<file path="src/rtl/mem_requester.sv">
// mem_requester: issues one read or write to an external memory over a
// toggle-encoded handshake. The completion toggle is synchronised, bounded by
// a wait timeout, and reported with a one-cycle done pulse.
module mem_requester #(
   parameter int TIMEOUT = 15
) (
   input  logic       clock,
   input  logic       reset,
   input  logic       start,
   input  logic       op,
   input  logic [7:0] addr,
   input  logic [7:0] wdata,
   output logic       busy,
   output logic       done,
   output logic [7:0] rdata,
   output logic       error,
   output logic       mem_controler,
   output logic       mem_operation,
   output logic [7:0] mem_index,
   output logic [7:0] mem_index_lw,
   output logic [7:0] mem_data_in,
   input  logic       mem_response,
   input  logic [7:0] mem_data_out
);

   typedef enum logic [2:0] {IDLE, SETUP, WAIT, DONE, ERR} state_t;

   localparam logic [7:0] TIMEOUT_C = 8'(TIMEOUT);

   state_t     state;
   state_t     state_next;
   logic       s1;
   logic       s2;
   logic       resp_last;
   logic [7:0] counter;
   logic       op_q;
   logic [7:0] addr_q;
   logic [7:0] wdata_q;
   logic       detect;

   // A response is any change of the synchronised toggle since it was last consumed.
   assign detect = (s2 != resp_last);

   // Bus towards memory is driven straight from the latched request so it
   // stays stable from SETUP until the transaction ends.
   assign mem_operation = op_q;
   assign mem_index     = addr_q;
   assign mem_index_lw  = addr_q;
   assign mem_data_in   = wdata_q;

   // State register.
   always_ff @(posedge clock or negedge reset) begin
      // NOTE: sequential state uses non-blocking assignments so every flop
      // samples the pre-edge values of the others.
      if (!reset) state <= IDLE;
      else        state <= state_next;
   end

   // Next-state decision; a detected response wins over the timeout.
   always_comb begin
      // NOTE: default first, so no path through the case leaves state_next
      // unassigned and no latch is inferred.
      state_next = state;
      case (state)
         IDLE:  if (start) state_next = SETUP;
         SETUP: state_next = WAIT;
         WAIT: begin
            if (detect)                    state_next = DONE;
            else if (counter == TIMEOUT_C) state_next = ERR;
         end
         DONE:    state_next = IDLE;
         ERR:     state_next = IDLE;
         default: state_next = IDLE;
      endcase
   end

   // Moore outputs: stall while a transaction is open, pulse on completion.
   always_comb begin
      busy = (state != IDLE);
      done = (state == DONE) || (state == ERR);
   end

   // Two-flop synchroniser for the asynchronous response toggle.
   always_ff @(posedge clock or negedge reset) begin
      // NOTE: the synchroniser and handshake flops are reset as well, so a
      // response left pending across reset starts from a known baseline.
      if (!reset) begin
         s1 <= 1'b0;
         s2 <= 1'b0;
      end else begin
         s1 <= mem_response;
         s2 <= s1;
      end
   end

   // Request latch, handshake toggle, wait counter, read data and error flag.
   always_ff @(posedge clock or negedge reset) begin
      if (!reset) begin
         resp_last     <= 1'b0;
         counter       <= '0;
         op_q          <= 1'b0;
         addr_q        <= '0;
         wdata_q       <= '0;
         mem_controler <= 1'b0;
         rdata         <= '0;
         error         <= 1'b0;
      end else begin
         case (state)
            IDLE: begin
               // Tracking here absorbs stray or late toggles between transactions.
               resp_last <= s2;
               if (start) begin
                  op_q    <= op;
                  addr_q  <= addr;
                  wdata_q <= wdata;
                  error   <= 1'b0;
               end
            end
            SETUP: begin
               mem_controler <= ~mem_controler;
               counter       <= '0;
            end
            WAIT: begin
               counter <= counter + 8'd1;
               if (detect) begin
                  resp_last <= s2;
                  if (!op_q) rdata <= mem_data_out;
               end else if (counter == TIMEOUT_C) begin
                  error <= 1'b1;
               end
            end
            default: ;
         endcase
      end
   end

endmodule
</file>
<file path="config.mk">
export PLATFORM = sky130hd
export DESIGN_NAME = mem_requester
export DESIGN_NICKNAME = d
export VERILOG_FILES = /design/src/rtl/mem_requester.sv
export SDC_FILE = /design/constraint.sdc
export NUM_CORES = 1
export LEC_CHECK = 0
export BUFFER_PORTS_ARGS = -buffer_cell sky130_fd_sc_hd__buf_4
export CORE_MARGIN = 2
export CORE_UTILIZATION = 49
export CTS_CLUSTER_DIAMETER = 80
export DETAILED_ROUTE_END_ITERATION = 10
export HOLD_SLACK_MARGIN = 0.12
export PLACE_DENSITY = 0.79
export SLEW_MARGIN = 20
export SYNTH_ARGS = -nofsm -noshare
export SYNTH_HDL_FRONTEND = slang
export SYNTH_SLANG_ARGS = --single-unit
</file>
<file path="constraint.sdc">
create_clock -name clock -period 2 [get_ports clock]
set_clock_uncertainty 0.1 [all_clocks]
set_input_delay 0.2 -clock clock [delete_from_list [all_inputs] [get_ports clock]]
set_output_delay 0.2 -clock clock [all_outputs]
set_load 0.01 [all_outputs]
</file>
==> results of run 1 <==
sequential cells by signal, summed over array words and instances, names as in the netlist, 3 cells and up:
signal / count
counter: 8
mem_index: 8
mem_data_in: 8
rdata: 8
state: 3
timing repair:
action / 4_1_cts / 5_1_grt
resized for setup: 0 / 0
hold buffers: 28 / 0
setup endpoints to repair: 0 / 0
endpoints found under the hold margin: 68 / 0
through the flow:
step                      std cells  util [%]
after floorplan                 135         -
after global placement          237      64.1
after detailed placement        237      64.1
after CTS                       273      74.0
after global routing            273      74.0
final                           273      74.0
final cells by class:
cell class	instances	area share (%)
clock inverter	2	0.370
tap	48	2.22
timing repair buffer	96	29.7
clock buffer	6	2.68
sequential	41	37.9
inverter	2	0.277
multi-input combinational	78	26.9
where the power goes:
group | switching [uW] | leakage [uW] | internal, uW
registers | 301 | 0.000502 | 1160
logic | 742 | 0.000760 | 1060
clock network | 283 | 0.0000450 | 242
total | 1330 | 0.00131 | 2470
how the worst max path moves through the flow:
stage,from,to,depth (start not counted)
2_1_floorplan,state[2],mem_data_in[7],5
3_3_place_gp,state[0],counter[7],3
3_5_place_dp,state[1],counter[7],4
4_1_cts,state[1],counter[7],4
5_1_grt,state[0],counter[7],3
6_report,state[1],counter[7],4
placed cells by master, fill, tap and decap left out, drive strengths merged:
master and instances:
nand3 1, a21o 1, o21ai 4, nor4 3
or3b 2, mux2i 1, o41ai 2, clkbuf 6
and3 1, o31ai 2, a21oi 5, ha 1
xnor2 1, o311ai 3, clkinv 2, inv 2
nand4b 1, o22ai 1, nor2 3, and3b 1
buf 68, or4 1, dfrtp 41, nand2 11
o211ai 2, nor4b 1, xor2 1, nand4bb 1
nor3b 1, dlygate4sd3 28, o21ba 1, mux2 26
routing by layer:
metal	vias to the layer above	track usage (%)	share of wire, %
li1	654	-	-
met5	-	0	0
met3	8	5.82	5.4
met1	709	25.8	38
met2	51	43.1	55
met4	0	10.2	2.0
worst max-delay path, delay by kind of cell, from the launching register on:
kind	cells	cell delay (ns)
buffers and inverters	1	0.20
flip-flops	1	0.48
multiplexers	1	0.24
AND/OR/NAND/NOR	2	0.64
logic make-up after synthesis:
| kind of cell | Yosys count |
|---|---|
| DFF | 41 |
| muxes | 27 |
| and+or+nand+nor | 27 |
| AOI/OAI and AO/OA | 21 |
| buffers and inverters | 16 |
| xor gates and xnor gates | 2 |
| adders and majority gates | 1 |
==> out/qor.yml, run 1 <==
sta:
  fmax_mhz: 576
  final_max_slew_viol_count: 0
  whs_ns: 0.251
  rsz0062_at_grt: "false"
  fin_setup_tns_ns: 0
  setup_viol: 0
  fin_crit_ns: 1.74
  max-slew-margin-rel_pct: 67.1
  finalHoldViolations: 0
  period_share_pct: 86.8
  finalWorstSetupSlack_ns: 0.263
  tightestPinTransition_ns: 0.493
detailed_routing:
  viasPerCell: 5.21
  wl_mm: 4.51
  detail-route-antenna-nets: 0
  routedWlPerCell_um: 16.5
  num_vias: 1422
  dr.pass1.iters: 4
  drc: 0
  drt_iter0_markers: 94
critical_path:
  cp.required_ns: 2.12
  crit_fanout: 8
  crit_slowest_cell: "dfrtp_1"
  timing.rr.end: "counter[7]"
  path_class: "flop to flop"
  worst-r2r-cell-count: 4
  r2r_setup_slack_ns: 0.26
  cp-start-kind: "flop"
  cp_data_arrival_time_ns: 1.85
  slowest_delay_ns: 0.48
  path_cells: "buf_4 -> nand4bb_1 -> nor4_1 -> mux2i_1"
  rr_startpoint: "state[1]"
  end_kind: "flop"
clock_network:
  cts_max_path_buffers: 2
  cts_tree: "yes"
  clock-sinks: 41
  path_clk_slew_ns: 0.08
  cts_setup_buffers: 0
  root_buffer: "clkbuf_8"
  cts_max_level: 2
  insertion_delay_ns: 0.29
  cts_buffers: 5
logic_synthesis:
  syn-cell-area_um2: 1860
  yosysTopAreaCellShare_pct: 55.0
  yosysUniqueCellTypes: 38
  yosysWarningCount: 0
  synth_xor_xnor_area_share_pct: 1.34
  synth-seq-cells: 41
  syn_inst: 135
  synth_top_cells_by_count: "41 x dfrtp_1, 17 x mux2_4, 11 x nand2_1"
  syn_nets: 165
  async_flop_share_pct: 100
  synthFlopType: "dfrtp_1"
  synth_fa_ha_area_share_pct: 0.671
  synth_most_common_cell: "dfrtp_1"
  synth_compound_area_share_pct: 7.65
  muxShareOfSynthArea_pct: 19.7
  synth_simple_gate_area_share_pct: 9.80
  synth-edff-count: 0
  synth_top_family_by_area: "multiplexers"
  yosysTopAreaCell: "dfrtp_1"
  yosys-top-cells-area: "dfrtp_1 55%, mux2_4 14%, mux2_1 4.8%"
  yosysSeqAreaShare_pct: 55.0
  synth.avg_cell_area_um2: 13.8
power_and_ir_drop:
  power_uw: 3790
  powerDensity_nw_per_um2: 1400
  power_leakage_uw: 0.00131
  ir_drop_uv: 860
job:
  max-cap-violations: 0
grt:
  grt_pass1_vias: 1539
  grt_overflow: 0
  grt_use_total_pct: 23.6
  antenna_found_initial: 0
  grt_start_max_net_pins: 42
  grt_pass1_wl_mm: 7.40
worst_hold_path:
  worstHoldStart: "s1"
  hold_path_end: "s2"
  whs_path_depth: 0
  hold_class: "flop to flop"
floorplan:
  initial_core_util_pct: 50.9
  std_cell_rows: 22
  coreArea_um2: 3660
  dieArea_um2: 4310
  die_h_um: 65.7
  die_width_um: 65.7
  ioPinCount: 66
place:
  postPlaceCellArea_um2: 2350
  port_buffers: 65
  place_ws_ns: 0.288
  place.gp.congestion: 0.722
  dp_hpwl_mm: 2.68
final_layout:
  fin_area_um2: 2710
  multiInputGateArea_um2: 729
  n_antenna_cell: 0
  areaGrowthSynthToFinish_pct: 45.3
  seqCellArea_um2: 1030
  finalNetCount: 254
  drive_gt1_share_pct: 44.0
  fillers: 210
status:
  outcome: "complete, no violations"
Note: power is estimated with default switching activity, not from simulation.
==> inputs of run 2 (changes only) <==
- CORE_UTILIZATION: 49 -> 53
- PLACE_DENSITY: 0.79 -> 0.84
- clock period: 2 -> 2.1 ns (I/O delays scaled with it)
==> run 2 against run 1 <==
Setup slack got worse by 0.11 ns. Register-to-register slack worse by 0.11 ns. Critical path depth unchanged. Global-route usage rose by 2.0 points. Wire length grew 1.0%. Die area down 7.1%. Power is 6.7% lower. First-iteration DRC count increased by 23%. Core utilization grew 5.3 points. Count of clock-buffer cells in the layout rose by 1. Highest routed layer unchanged.
==> out/qor.yml, run 2 (synthesized netlist as in run 1, its figures left out) <==
grt:
  antenna_found_initial: 0
  grt_pass1_wl_mm: 7.67
  grt_pass1_vias: 1538
  grt_use_total_pct: 25.6
  grt_overflow: 0
  grt_start_max_net_pins: 42
detailed_routing:
  detail-route-antenna-nets: 0
  num_vias: 1408
  m1WireLength_mm: 1.88
  drt_iter0_markers: 116
  dr.pass1.iters: 4
  drc: 0
  top_layer_used: "met4"
  met3_length_um: 220
  met2WireLength_mm: 2.41
  wl_mm: 4.56
  routedWlPerCell_um: 16.9
  viasPerCell: 5.23
sta:
  rsz0062_at_grt: "false"
  period_share_pct: 92.6
  fin_setup_tns_ns: 0
  finalHoldViolations: 0
  fmax_mhz: 514
  max-slew-margin-rel_pct: 66.5
  final_max_slew_viol_count: 0
  tightestPinTransition_ns: 0.503
  setup_viol: 0
  fin_crit_ns: 1.94
floorplan:
  initial_core_util_pct: 55.4
  dieArea_um2: 4010
  die_h_um: 63.3
  ioPinCount: 66
  std_cell_rows: 21
  die_width_um: 63.3
  coreArea_um2: 3360
clock_network:
  root_buffer: "clkbuf_4"
  cts_buffers: 5
  clock-sinks: 41
  cts_max_path_buffers: 2
  cts_max_level: 2
  path_clk_slew_ns: 0.13
  insertion_delay_ns: 0.36
  cts_setup_buffers: 0
  cts_tree: "yes"
power_and_ir_drop:
  p_int_uw: 2270
  seq_power_share_pct: 39.6
  p_sw_share_pct: 35.8
  powerDensity_nw_per_um2: 1330
  p_clk_share_pct: 13.1
  p_switching_uw: 1260
  power_leakage_uw: 0.00129
  combPwrFrac_pct: 47.3
  ir_drop_uv: 948
critical_path:
  cp_data_arrival_time_ns: 2.08
  crit_fanout: 18
  end_kind: "flop"
  cp-start-kind: "flop"
  path_class: "flop to flop"
  worst-r2r-cell-count: 4
  cp.required_ns: 2.24
place:
  place.gp.congestion: 0.748
  postPlaceCellArea_um2: 2320
  dp_hpwl_mm: 2.67
  port_buffers: 65
final_layout:
  fillers: 202
  final_common_cell: "buf_4"
  fin_area_um2: 2670
  drive_gt1_share_pct: 43.9
  n_antenna_cell: 0
  areaGrowthSynthToFinish_pct: 43.0
  seqCellArea_um2: 1030
  finalNetCount: 252
  multiInputGateArea_um2: 729
  final_cell_mix: "66 x buf_4, 41 x dfrtp_1, 28 x dlygate4sd3_1, 17 x mux2_4, 11 x nand2_1"
worst_hold_path:
  hold_class: "input pin to asynchronous set/reset pin"
job:
  max-cap-violations: 0
status:
  outcome: "complete, no violations"
run 2: per-layer routing:
metal  global-route usage (%)  vias up
met1                     32.5      696
met3                     5.71        6
met5                        0        -
li1                         -      651
met4                     7.34        0
met2                     44.3       55
run 2: repair_timing:
action                                  in CTS  in global routing
hold buffers                                28                  0
endpoints found under the hold margin       68                  0
gates resized for setup                      0                  0
endpoints found under the setup margin       0                  0
run 2: critical path, stage by stage (launching register included):
cell and delay (ns):
dfrtp_1 0.54, nor2_2 0.27, and3_1 0.22, buf_4 0.31, mux2_1 0.38
run 2: worst paths after layout:
path,end,start,slack [ns]
setup / recovery,mem_data_in[0],state[2],0.16
hold / removal,rdata[1],reset,0.25
setup reg to reg,mem_data_in[0],state[2],0.16
hold reg to reg,s2,s1,0.29
max in group asynchronous,mem_index[0],reset,1.29
min in group clock,s2,s1,0.29
run 2: cell type report:
class | instances | area share [%]
clock inverter | 1 | 0.188
multi-input combinational | 78 | 27.4
sequential | 41 | 38.5
tap | 46 | 2.16
inverter | 2 | 0.282
timing repair buffer | 94 | 29.1
clock buffer | 7 | 2.44
run 2: power groups by stage:
stage / sequential, uW / combinational (uW) / clock, uW
5_1_grt: 1450 / 1790 / 498
2_1_floorplan: 1430 / 937 / 0
6_report: 1400 / 1670 / 461
3_5_place_dp: 1390 / 1600 / 0
3_3_place_gp: 1370 / 1540 / 0
4_1_cts: 1380 / 1640 / 449
run 2: per-stage QoR:
| stage | hold WS [ns] | total power, uW | setup slack (ns) | utilization, % | instances |
|---|---|---|---|---|---|
| after floorplan | -0.186 | 2370 | 0.514 | - | 135 |
| after global placement | 0.103 | 2910 | 0.354 | 68.9 | 233 |
| after detailed placement | 0.112 | 2990 | 0.292 | 68.9 | 233 |
| after CTS | 0.263 | 3480 | 0.256 | 79.3 | 269 |
| after global routing | 0.287 | 3730 | 0.0644 | 79.3 | 269 |
| final | 0.254 | 3530 | 0.156 | 79.3 | 269 |
==> inputs of run 3 (changes only) <==
- CORE_MARGIN: 2 -> default
==> run 3 against run 2 <==
Global-route usage grew 3.1 points. Final cell count stayed put. Core utilization down 0.074 points. Critical path depth unchanged. Worst hold slack worse by 0.035 ns. Wire length up 4.6%. Combinational power hardly changed. Non-clock buffer count stayed put. Via count rose by 0.85%. Largest cell class unchanged. Highest routed layer unchanged.
==> out/qor.yml, run 3 (synthesized netlist as in run 1, its figures left out) <==
power_and_ir_drop:
  power_uw: 3530
  power_leakage_uw: 0.00128
  ir_drop_uv: 967
  powerDensity_nw_per_um2: 1330
critical_path:
  cp.required_ns: 2.25
  cp_data_arrival_time_ns: 2.05
  worst-r2r-cell-count: 4
  cp-start-kind: "flop"
  path_class: "flop to flop"
  end_kind: "flop"
  crit_fanout: 18
detailed_routing:
  dr.pass1.iters: 4
  wl_mm: 4.77
  top_layer_used: "met4"
  met3_length_um: 237
  viasPerCell: 5.28
  m1WireLength_mm: 2.00
  met2WireLength_mm: 2.41
  num_vias: 1420
  routedWlPerCell_um: 17.7
  detail-route-antenna-nets: 0
  drt_iter0_markers: 110
  drc: 0
sta:
  setup_viol: 0
  tightestPinTransition_ns: 0.491
  fin_crit_ns: 1.90
  period_share_pct: 90.3
  max-slew-margin-rel_pct: 67.2
  finalHoldViolations: 0
  fin_setup_tns_ns: 0
  final_max_slew_viol_count: 0
  fmax_mhz: 527
  rsz0062_at_grt: "false"
grt:
  grt_use_total_pct: 28.8
  grt_pass1_wl_mm: 7.30
  antenna_found_initial: 0
  grt_start_max_net_pins: 42
  grt_overflow: 0
  grt_pass1_vias: 1451
final_layout:
  n_antenna_cell: 0
  drive_gt1_share_pct: 43.9
  stdcell_count: 269
  final_common_cell: "buf_4"
  areaGrowthSynthToFinish_pct: 42.9
  fillers: 190
  finalNetCount: 252
  final_cell_mix: "65 x buf_4, 41 x dfrtp_1, 28 x dlygate4sd3_1, 17 x mux2_4, 11 x nand2_1"
  final_core_util_pct: 79.2
clock_network:
  cts_max_path_buffers: 2
  cts_hold_buf: 28
  clock-sinks: 41
  cts_tree: "yes"
  cts_resized: 0
  root_buffer: "clkbuf_4"
  cts_max_level: 2
  insertion_delay_ns: 0.38
  cts_setup_buffers: 0
  path_clk_slew_ns: 0.13
  cts_buffers: 5
floorplan:
  initial_core_util_pct: 55.4
  die_h_um: 61.3
  die_width_um: 61.3
  std_cell_rows: 21
  coreArea_um2: 3360
  dieArea_um2: 3760
  ioPinCount: 66
place:
  dp_cells: 233
  dp_hpwl_mm: 2.75
  place.gp.congestion: 0.714
  port_buffers: 65
status:
  outcome: "complete, no violations"
job:
  max-cap-violations: 0
worst_hold_path:
  hold_class: "input pin to asynchronous set/reset pin"
run 3: cell types whose count changed in the layout (fill, tap and decap cells not counted):
cell / before / now
clkbuf_8: 2 / 0
clkinv_2: 1 / 2
buf_4: 66 / 65
buf_12: 0 / 1
clkinvlp_4: 0 / 1
run 3: worst max-delay path, stage by stage, from the launching register on:
cell,delay [ns]
dfrtp_1,0.56
inv_1,0.28
and3_1,0.28
buf_12,0.19
mux2_1,0.37
run 3: final cells by class:
class / count / area (um^2) / area share, %
inverters: 2 / 7.51 / 0.282
clock inverters: 3 / 17.5 / 0.658
flip-flops and latches: 41 / 1030 / 38.5
well taps: 46 / 57.6 / 2.16
repair buffers: 94 / 788 / 29.6
clock buffers: 5 / 37.5 / 1.41
multi-input cells: 78 / 729 / 27.4
run 3: stage by stage:
step                setup slack (ns)  hold WS, ns  area (um^2)
global placement               0.413        0.104         2330
global route                   0.123        0.269         2660
floorplan                      0.514       -0.186         1860
CTS                            0.289        0.248         2660
detailed placement             0.324        0.109         2330
finish                         0.203        0.219         2660
run 3: path summary, 6_finish.rpt:
path / from / to / slack, ns
max in group asynchronous: reset / mem_data_in[5] / 1.33
hold reg to reg: s1 / s2 / 0.26
min in group clock: s1 / s2 / 0.26
setup / recovery: state[1] / mem_data_in[5] / 0.20
hold / removal: reset / mem_data_in[2] / 0.22
setup reg to reg: state[1] / mem_data_in[5] / 0.20
run 3: per-layer routing:
metal  vias up  global-route usage, %
met2        60                   44.7
met3        14                   9.66
met1       695                   36.9
met5         -                      0
met4         0                   12.3
li1        651                      -
run 3: report_power, final:
part,internal (uW),switching (uW),leakage (uW)
registers,1100,317,0.000502
logic,989,712,0.000751
clock network,126,284,0.0000310
total,2220,1310,0.00128
